`config.mk`:
```
export PLATFORM = sky130hd
export DESIGN_NAME = ls_port_arbiter_flat
export DESIGN_NICKNAME = d
export VERILOG_FILES = /design/src/rtl/ls_port_arbiter_if.sv /design/src/rtl/ls_port_arbiter.sv /design/src/flat_wrapper.sv
export SDC_FILE = /design/constraint.sdc
export NUM_CORES = 1
export LEC_CHECK = 0
export CAP_MARGIN = 20
export CORE_AREA = 2 2 282 284
export DETAILED_ROUTE_END_ITERATION = 6
export DIE_AREA = 0 0 284 286
export PLACE_DENSITY = 0.33
export SKIP_CTS_REPAIR_TIMING = 1
export SLEW_MARGIN = 10
export SYNTH_ARGS = -nofsm -noshare
export SYNTH_HDL_FRONTEND = slang
export SYNTH_SLANG_ARGS = --single-unit
```
`constraint.sdc`:
```
create_clock -name clk -period 2.8 [get_ports clk]
set_clock_uncertainty 0.2 [all_clocks]
set_input_delay 0.42 -clock clk [delete_from_list [all_inputs] [get_ports clk]]
set_output_delay 0.42 -clock clk [all_outputs]
set_load 0.03 [all_outputs]
```
`src/rtl/ls_port_arbiter_if.sv`:
```
`default_nettype none
// ============================================================================
//  Module      : ls_port_arbiter_if
//  Description : Requester and local-store RAM signal bundle for the
//                local store port arbiter. The slave modport is the arbiter
//                side; the master modport is the requester/RAM side.
//  Revision    : 1.0 - initial release
// ============================================================================
interface ls_port_arbiter_if #(
    parameter int LS_ADDR_W = 14
);
    // DMA burst requester
    logic                 dma_req;
    logic                 dma_we;
    logic [LS_ADDR_W-1:0] dma_addr;
    logic [127:0]         dma_wdata;
    logic                 dma_gnt;
    logic                 dma_beat;
    logic [2:0]           dma_beat_idx;
    logic                 dma_rvalid;
    logic                 dma_done;

    // Load/store unit
    logic                 lsu_req;
    logic                 lsu_we;
    logic [LS_ADDR_W-1:0] lsu_addr;
    logic [127:0]         lsu_wdata;
    logic                 lsu_gnt;
    logic                 lsu_rvalid;

    // Instruction fetch
    logic                 if_req;
    logic [LS_ADDR_W-1:0] if_addr;
    logic                 if_gnt;
    logic                 if_rvalid;
    logic                 if_done;

    // Local store RAM port
    logic                 ls_en;
    logic                 ls_we;
    logic [LS_ADDR_W-1:0] ls_addr;
    logic [127:0]         ls_wdata;
    logic [127:0]         ls_rdata_in;
    logic [127:0]         ls_rdata;

    modport slave (
        input  dma_req, dma_we, dma_addr, dma_wdata,
        output dma_gnt, dma_beat, dma_beat_idx, dma_rvalid, dma_done,
        input  lsu_req, lsu_we, lsu_addr, lsu_wdata,
        output lsu_gnt, lsu_rvalid,
        input  if_req, if_addr,
        output if_gnt, if_rvalid, if_done,
        output ls_en, ls_we, ls_addr, ls_wdata,
        input  ls_rdata_in,
        output ls_rdata
    );

    modport master (
        output dma_req, dma_we, dma_addr, dma_wdata,
        input  dma_gnt, dma_beat, dma_beat_idx, dma_rvalid, dma_done,
        output lsu_req, lsu_we, lsu_addr, lsu_wdata,
        input  lsu_gnt, lsu_rvalid,
        output if_req, if_addr,
        input  if_gnt, if_rvalid, if_done,
        input  ls_en, ls_we, ls_addr, ls_wdata,
        output ls_rdata_in,
        input  ls_rdata
    );
endinterface
`default_nettype wire

```
`src/rtl/ls_port_arbiter.sv`:
```
`default_nettype none
// ============================================================================
//  Module      : ls_port_arbiter
//  Description : Sequences the single-port local store among DMA bursts,
//                single-quadword LSU accesses and instruction-fetch bursts.
//                Fixed priority DMA > LSU > IFETCH, bursts non-preemptible.
//                Optional macro LS_ARB_IF_STARVE_GUARD_EN adds an IFETCH
//                starvation guard that promotes IFETCH after
//                IF_STARVE_LIMIT lost IDLE decisions.
//  Revision    : 1.0 - initial release
// ============================================================================
module ls_port_arbiter #(
    parameter int LS_ADDR_W       = 14,
    parameter int BURST_LEN       = 8,
    parameter int IF_STARVE_LIMIT = 32
) (
    input  wire logic        clk,
    input  wire logic        reset,
    ls_port_arbiter_if.slave bus
);

    localparam int BEAT_W = $clog2(BURST_LEN);

    // State encoding doubles as the read-return owner code
    localparam logic [1:0] c_IDLE      = 2'd0;
    localparam logic [1:0] c_LSU_ACC   = 2'd1;
    localparam logic [1:0] c_DMA_BURST = 2'd2;
    localparam logic [1:0] c_IF_BURST  = 2'd3;

    localparam logic [BEAT_W-1:0] c_LAST_BEAT = BEAT_W'(BURST_LEN - 1);

    logic [1:0]           r_state;
    logic [BEAT_W-1:0]    r_beat;
    logic [LS_ADDR_W-1:0] r_addr;
    logic                 r_we;
    logic                 r_rd_valid;
    logic [1:0]           r_rd_owner;
    logic                 r_dma_done;
    logic                 r_if_done;

    logic [1:0]           w_pick;
    logic                 w_if_force;
    logic                 w_in_burst;

    assign w_in_burst = (r_state == c_DMA_BURST) || (r_state == c_IF_BURST);

    // IDLE decision: fixed priority, optionally overridden for a starved IFETCH
    always_comb begin
        w_pick = c_IDLE;
        if (w_if_force && bus.if_req) begin
            w_pick = c_IF_BURST;
        end else if (bus.dma_req) begin
            w_pick = c_DMA_BURST;
        end else if (bus.lsu_req) begin
            w_pick = c_LSU_ACC;
        end else if (bus.if_req) begin
            w_pick = c_IF_BURST;
        end
    end

    // Sequencer: latch the winner in IDLE, walk burst beats, emit done pulses
    always_ff @(posedge clk) begin
        if (reset) begin
            r_state    <= c_IDLE;
            r_beat     <= '0;
            r_addr     <= '0;
            r_we       <= 1'b0;
            r_dma_done <= 1'b0;
            r_if_done  <= 1'b0;
        end else begin
            r_dma_done <= 1'b0;
            r_if_done  <= 1'b0;
            case (r_state)
                c_IDLE: begin
                    r_state <= w_pick;
                    r_beat  <= '0;
                    case (w_pick)
                        c_LSU_ACC: begin
                            r_addr <= bus.lsu_addr;
                            r_we   <= bus.lsu_we;
                        end
                        c_DMA_BURST: begin
                            r_addr <= bus.dma_addr;
                            r_we   <= bus.dma_we;
                        end
                        c_IF_BURST: begin
                            r_addr <= bus.if_addr;
                            r_we   <= 1'b0;
                        end
                        default: begin
                            r_addr <= r_addr;
                            r_we   <= r_we;
                        end
                    endcase
                end
                c_LSU_ACC: begin
                    r_state <= c_IDLE;
                end
                default: begin
                    r_beat <= r_beat + BEAT_W'(1);
                    if (r_beat == c_LAST_BEAT) begin
                        r_state    <= c_IDLE;
                        r_dma_done <= (r_state == c_DMA_BURST);
                        r_if_done  <= (r_state == c_IF_BURST);
                    end
                end
            endcase
        end
    end

    // Track which requester owns the read data returning next cycle
    always_ff @(posedge clk) begin
        if (reset) begin
            r_rd_valid <= 1'b0;
            r_rd_owner <= c_IDLE;
        end else begin
            r_rd_valid <= bus.ls_en && !bus.ls_we;
            r_rd_owner <= r_state;
        end
    end

    // RAM command and handshake outputs decode from registers only
    assign bus.ls_en   = (r_state != c_IDLE);
    assign bus.ls_we   = ((r_state == c_LSU_ACC) || (r_state == c_DMA_BURST)) && r_we;
    // Bursts wrap inside the aligned block: low address bits come from the beat counter
    assign bus.ls_addr = (r_state == c_LSU_ACC) ? r_addr :
                         w_in_burst ? {r_addr[LS_ADDR_W-1:BEAT_W], r_beat} :
                         '0;

    assign bus.lsu_gnt      = (r_state == c_LSU_ACC);
    assign bus.dma_gnt      = (r_state == c_DMA_BURST) && (r_beat == '0);
    assign bus.if_gnt       = (r_state == c_IF_BURST) && (r_beat == '0);
    assign bus.dma_beat     = (r_state == c_DMA_BURST);
    assign bus.dma_beat_idx = bus.dma_beat ? 3'(r_beat) : 3'd0;

    assign bus.lsu_rvalid = r_rd_valid && (r_rd_owner == c_LSU_ACC);
    assign bus.dma_rvalid = r_rd_valid && (r_rd_owner == c_DMA_BURST);
    assign bus.if_rvalid  = r_rd_valid && (r_rd_owner == c_IF_BURST);
    assign bus.dma_done   = r_dma_done;
    assign bus.if_done    = r_if_done;

    assign bus.ls_rdata = bus.ls_rdata_in;

    // Write data steered from the active writer; zero otherwise
    always_comb begin
        bus.ls_wdata = '0;
        if ((r_state == c_LSU_ACC) && r_we) begin
            bus.ls_wdata = bus.lsu_wdata;
        end else if ((r_state == c_DMA_BURST) && r_we) begin
            bus.ls_wdata = bus.dma_wdata;
        end
    end

`ifdef LS_ARB_IF_STARVE_GUARD_EN
    localparam int STARVE_W = $clog2(IF_STARVE_LIMIT + 1);
    localparam logic [STARVE_W-1:0] c_STARVE_MAX = STARVE_W'(IF_STARVE_LIMIT);

    logic [STARVE_W-1:0] r_starve_cnt;

    assign w_if_force = (r_starve_cnt == c_STARVE_MAX);

    // Count IDLE decisions lost by a pending IFETCH, saturating at the limit
    always_ff @(posedge clk) begin
        if (reset) begin
            r_starve_cnt <= '0;
        end else if (bus.if_gnt) begin
            r_starve_cnt <= '0;
        end else if ((r_state == c_IDLE) && bus.if_req && (w_pick != c_IF_BURST) &&
                     (r_starve_cnt != c_STARVE_MAX)) begin
            r_starve_cnt <= r_starve_cnt + STARVE_W'(1);
        end
    end
`else
    assign w_if_force = 1'b0;

    // The starvation limit only matters when the guard is built in
    if (IF_STARVE_LIMIT < 1) begin : g_starve_limit_unused
    end
`endif

endmodule
`default_nettype wire

```
`src/flat_wrapper.sv`:
```
// flat-port wrapper written by rule: the top's interface ports become plain ports
module ls_port_arbiter_flat 
#(
    parameter int LS_ADDR_W       = 14,
    parameter int BURST_LEN       = 8,
    parameter int IF_STARVE_LIMIT = 32
)
  (clk, reset, bus_dma_req, bus_dma_we, bus_dma_addr, bus_dma_wdata, bus_dma_gnt, bus_dma_beat, bus_dma_beat_idx, bus_dma_rvalid, bus_dma_done, bus_lsu_req, bus_lsu_we, bus_lsu_addr, bus_lsu_wdata, bus_lsu_gnt, bus_lsu_rvalid, bus_if_req, bus_if_addr, bus_if_gnt, bus_if_rvalid, bus_if_done, bus_ls_en, bus_ls_we, bus_ls_addr, bus_ls_wdata, bus_ls_rdata_in, bus_ls_rdata);
  ls_port_arbiter_if #(.LS_ADDR_W(LS_ADDR_W)) bus_i ();
  input  wire logic clk;
  input  wire logic reset;
  input wire logic [$bits(bus_i.dma_req)-1:0] bus_dma_req;
  input wire logic [$bits(bus_i.dma_we)-1:0] bus_dma_we;
  input wire logic [$bits(bus_i.dma_addr)-1:0] bus_dma_addr;
  input wire logic [$bits(bus_i.dma_wdata)-1:0] bus_dma_wdata;
  output wire logic [$bits(bus_i.dma_gnt)-1:0] bus_dma_gnt;
  output wire logic [$bits(bus_i.dma_beat)-1:0] bus_dma_beat;
  output wire logic [$bits(bus_i.dma_beat_idx)-1:0] bus_dma_beat_idx;
  output wire logic [$bits(bus_i.dma_rvalid)-1:0] bus_dma_rvalid;
  output wire logic [$bits(bus_i.dma_done)-1:0] bus_dma_done;
  input wire logic [$bits(bus_i.lsu_req)-1:0] bus_lsu_req;
  input wire logic [$bits(bus_i.lsu_we)-1:0] bus_lsu_we;
  input wire logic [$bits(bus_i.lsu_addr)-1:0] bus_lsu_addr;
  input wire logic [$bits(bus_i.lsu_wdata)-1:0] bus_lsu_wdata;
  output wire logic [$bits(bus_i.lsu_gnt)-1:0] bus_lsu_gnt;
  output wire logic [$bits(bus_i.lsu_rvalid)-1:0] bus_lsu_rvalid;
  input wire logic [$bits(bus_i.if_req)-1:0] bus_if_req;
  input wire logic [$bits(bus_i.if_addr)-1:0] bus_if_addr;
  output wire logic [$bits(bus_i.if_gnt)-1:0] bus_if_gnt;
  output wire logic [$bits(bus_i.if_rvalid)-1:0] bus_if_rvalid;
  output wire logic [$bits(bus_i.if_done)-1:0] bus_if_done;
  output wire logic [$bits(bus_i.ls_en)-1:0] bus_ls_en;
  output wire logic [$bits(bus_i.ls_we)-1:0] bus_ls_we;
  output wire logic [$bits(bus_i.ls_addr)-1:0] bus_ls_addr;
  output wire logic [$bits(bus_i.ls_wdata)-1:0] bus_ls_wdata;
  input wire logic [$bits(bus_i.ls_rdata_in)-1:0] bus_ls_rdata_in;
  output wire logic [$bits(bus_i.ls_rdata)-1:0] bus_ls_rdata;
  assign bus_i.dma_req = bus_dma_req;
  assign bus_i.dma_we = bus_dma_we;
  assign bus_i.dma_addr = bus_dma_addr;
  assign bus_i.dma_wdata = bus_dma_wdata;
  assign bus_dma_gnt = bus_i.dma_gnt;
  assign bus_dma_beat = bus_i.dma_beat;
  assign bus_dma_beat_idx = bus_i.dma_beat_idx;
  assign bus_dma_rvalid = bus_i.dma_rvalid;
  assign bus_dma_done = bus_i.dma_done;
  assign bus_i.lsu_req = bus_lsu_req;
  assign bus_i.lsu_we = bus_lsu_we;
  assign bus_i.lsu_addr = bus_lsu_addr;
  assign bus_i.lsu_wdata = bus_lsu_wdata;
  assign bus_lsu_gnt = bus_i.lsu_gnt;
  assign bus_lsu_rvalid = bus_i.lsu_rvalid;
  assign bus_i.if_req = bus_if_req;
  assign bus_i.if_addr = bus_if_addr;
  assign bus_if_gnt = bus_i.if_gnt;
  assign bus_if_rvalid = bus_i.if_rvalid;
  assign bus_if_done = bus_i.if_done;
  assign bus_ls_en = bus_i.ls_en;
  assign bus_ls_we = bus_i.ls_we;
  assign bus_ls_addr = bus_i.ls_addr;
  assign bus_ls_wdata = bus_i.ls_wdata;
  assign bus_i.ls_rdata_in = bus_ls_rdata_in;
  assign bus_ls_rdata = bus_i.ls_rdata;
  ls_port_arbiter #(.LS_ADDR_W(LS_ADDR_W), .BURST_LEN(BURST_LEN), .IF_STARVE_LIMIT(IF_STARVE_LIMIT)) u_core (.clk(clk), .reset(reset), .bus(bus_i));
endmodule
```
==> impl_metrics.tcl <==
set metrics [dict create \
    syn_area_um2 3740 \
    crit_fanout 25 \
    min_period_over_period_pct 95.5 \
    cts_max_level 1 \
    leakagePower_nw 3.46 \
    cp.required_ps 2180 \
    pwr-share-clk_pct 16.2 \
    min_path_type "flip-flop to flip-flop" \
    drt_iter0_markers 113 \
    placed_area_um2 8690 \
    die_area_um2 81200 \
    route.layer.met1.wl_mm 15.1 \
    cap_violations 0 \
    crit_arrival_ps 2050 \
    synth_cell_type_count 32 \
    grt_overflow 0 \
    hpwl_mm 33.2 \
    period_minus_slack_ps 2670 \
    die_x_um 284 \
    wl_met2_mm 15.7 \
    p_sw_mw 0.859 \
    clk_latency_ps 280 \
    worst_pin_slew_ps 781 \
    finalHoldViolCount 0 \
    synth_cells 471 \
    drt-pass1-iter-count 4 \
    path_clk_slew_ps 80 \
    setup_viol 0 \
    ant_nets 0 \
    io_buffers 460 \
    total_power_mw 2.22 \
    criticalPathCategory "flip-flop to output pin" \
    initial_core_util_pct 4.78 \
    post-place-ws_ps 130 \
    coreArea_um2 78400 \
    via_per_inst 2.78 \
    cts_root_buf "clkbuf_16" \
    dieHeight_um 286 \
    cts.sinks 25 \
    cts_buffer_depth 2 \
    syn-num-nets 911 \
    layout-drive-gt1-share_pct 22.3 \
    setup-tns-final_ps 0 \
    placementRows 103 \
    yosysSeqAreaShare_pct 13.4 \
    wl_met3_mm 6.69 \
    wire_per_inst_um 20.5 \
    finalWirelength_mm 38.0 \
    yosysWarnings 0 \
    ir_drop_mv 0.202 \
    drv_slew 0 \
    numCtsBuffers 3 \
    fmaxAchievable_mhz 374 \
    gp_congestion 0.893 \
    grt_max_degree 45 \
    nets 1238 \
    num_vias 5147 \
    grt_pass1_wl_mm 47.6 \
    intPower_mw 1.36 \
    hold_slack_ps 264 \
    antenna_found_initial 38 \
    ys_ff_latch 25 \
    area_growth_pct 137 \
    drc 0 \
    layout_setup_ws_ps 127 \
    final_area_um2 8890 \
    grt_pass1_vias 5297 \
    power-per-cell-area_nw_per_um2 249 \
    cp-start-kind "flip-flop" \
    pwr-share-comb_pct 64.4 \
    top_layer_used "met5" \
    syn_avg_cell_area_um2 7.95 \
    status "finished clean" \
    grt.total_usage_pct 8.57 \
    endpoint_kind "output pin" \
    io_pins 717 \
    switching_share_pct 38.8 \
    slew_headroom_pct 47.8 \
    tritoncts "yes" \
    sequentialPowerShare_pct 19.4 \
]
==> worst max-delay path: stages, from the launching register on <==
cell     delay (ps)
dfxtp_2         340
inv_1            90
ha_1            190
buf_6           180
and2_4          240
buf_12          150
buf_12          170
a22o_1          240
buf_12          140
==> final timing paths <==
path,start,to,slack (ps),depth (start not counted)
worst max-delay path,u_core.r_state[1],bus_ls_wdata[14],130,8
worst min-delay path,u_core.r_addr[11],u_core.r_addr[11],260,1
worst max register to register,u_core.r_state[0],u_core.r_addr[5],850,5
worst min register to register,u_core.r_addr[11],u_core.r_addr[11],260,1
==> logic make-up after synthesis <==
kind of cell               Yosys count  synth area share, %
adders and majority gates            7                 2.34
and+or+nand+nor                     94                 13.3
AOI/OAI and AO/OA                  156                 36.1
muxes                               14                 3.74
buffers and inverters              175                 31.2
DFF                                 25                 13.4
==> Yosys cell counts (all sizes together) <==
master | instances | area [um2]
or2 | 1 | 6.26
a21oi | 5 | 36.3
mux2i | 14 | 140
nor4 | 1 | 6.26
and2 | 5 | 31.3
ha | 7 | 87.6
or3 | 1 | 11.3
a22oi | 2 | 15.0
nor3b | 3 | 33.8
and3 | 1 | 6.26
o21ai | 6 | 30.0
clkbuf | 21 | 78.8
nor2 | 40 | 150
and3b | 4 | 35.0
a22o | 128 | 1120
dfxtp | 25 | 500
a32o | 14 | 140
nand2 | 6 | 22.5
buf | 149 | 1070
nor3 | 4 | 20.0
a211oi | 1 | 7.51
nor2b | 12 | 75.1
nand2b | 15 | 93.8
inv | 5 | 18.8
nand3 | 1 | 5.00
==> metrics by stage <==
| step | instances | util, % |
|---|---|---|
| after floorplan | 471 | - |
| after global placement | 1837 | 11.1 |
| after detailed placement | 1837 | 11.1 |
| after CTS | 1841 | 11.2 |
| after global routing | 1847 | 11.3 |
| final | 1850 | 11.3 |
==> power groups by stage <==
stage          clock network, mW  logic (mW)  registers [mW]
2_1_floorplan                  0       0.913           0.421
3_3_place_gp                   0        1.44           0.433
3_5_place_dp                   0        1.43           0.433
4_1_cts                    0.380        1.44           0.425
5_1_grt                    0.390        1.51           0.436
6_report                   0.359        1.43           0.430
==> layout by cell type, fill, tap and decap left out, drive strengths merged <==
| cell | count |
|---|---|
| and2 | 6 |
| nor4 | 1 |
| ha | 7 |
| nor2b | 12 |
| a22o | 128 |
| inv | 6 |
| diode | 3 |
| o21ai | 6 |
| and3b | 4 |
| or2 | 1 |
| nand2 | 6 |
| buf | 163 |
| clkbuf | 3 |
| dfxtp | 25 |
| nand2b | 15 |
| and3 | 1 |
| clkdlybuf4s50 | 318 |
| a22oi | 2 |
| dlymetal6s2s | 10 |
| nor3b | 3 |
| mux2i | 14 |
| nand3 | 1 |
| nor2 | 40 |
| a32o | 14 |
| or3 | 1 |
| nor3 | 4 |
| a21oi | 5 |
| a211oi | 1 |
==> flip-flops by register name (all words and copies together) (netlist names) <==
signal and count:
u_core.r_beat 3, u_core.r_rd_valid 1, u_core.r_state 2, u_core.r_rd_owner 2, u_core.r_addr 14, u_core.bus.if_done 1
u_core.bus.dma_done 1, u_core.r_we 1
==> routing by layer <==
layer	up-vias	GRT usage, %
li1	2247	-
met1	2313	9.88
met2	520	13.0
met3	43	6.56
met4	24	0.592
met5	-	0
==> final cells by class <==
class,instances,area (um2)
Fill cell,9135,69500
Timing Repair Buffer,491,4860
Multi-Input combinational cell,272,2100
Tap cell,1050,1310
Sequential cell,25,502
Clock buffer,3,75.1
Inverter,5,18.8
Clock inverter,1,8.76
Antenna cell,3,7.51
Power figures use the tool's default switching activity.
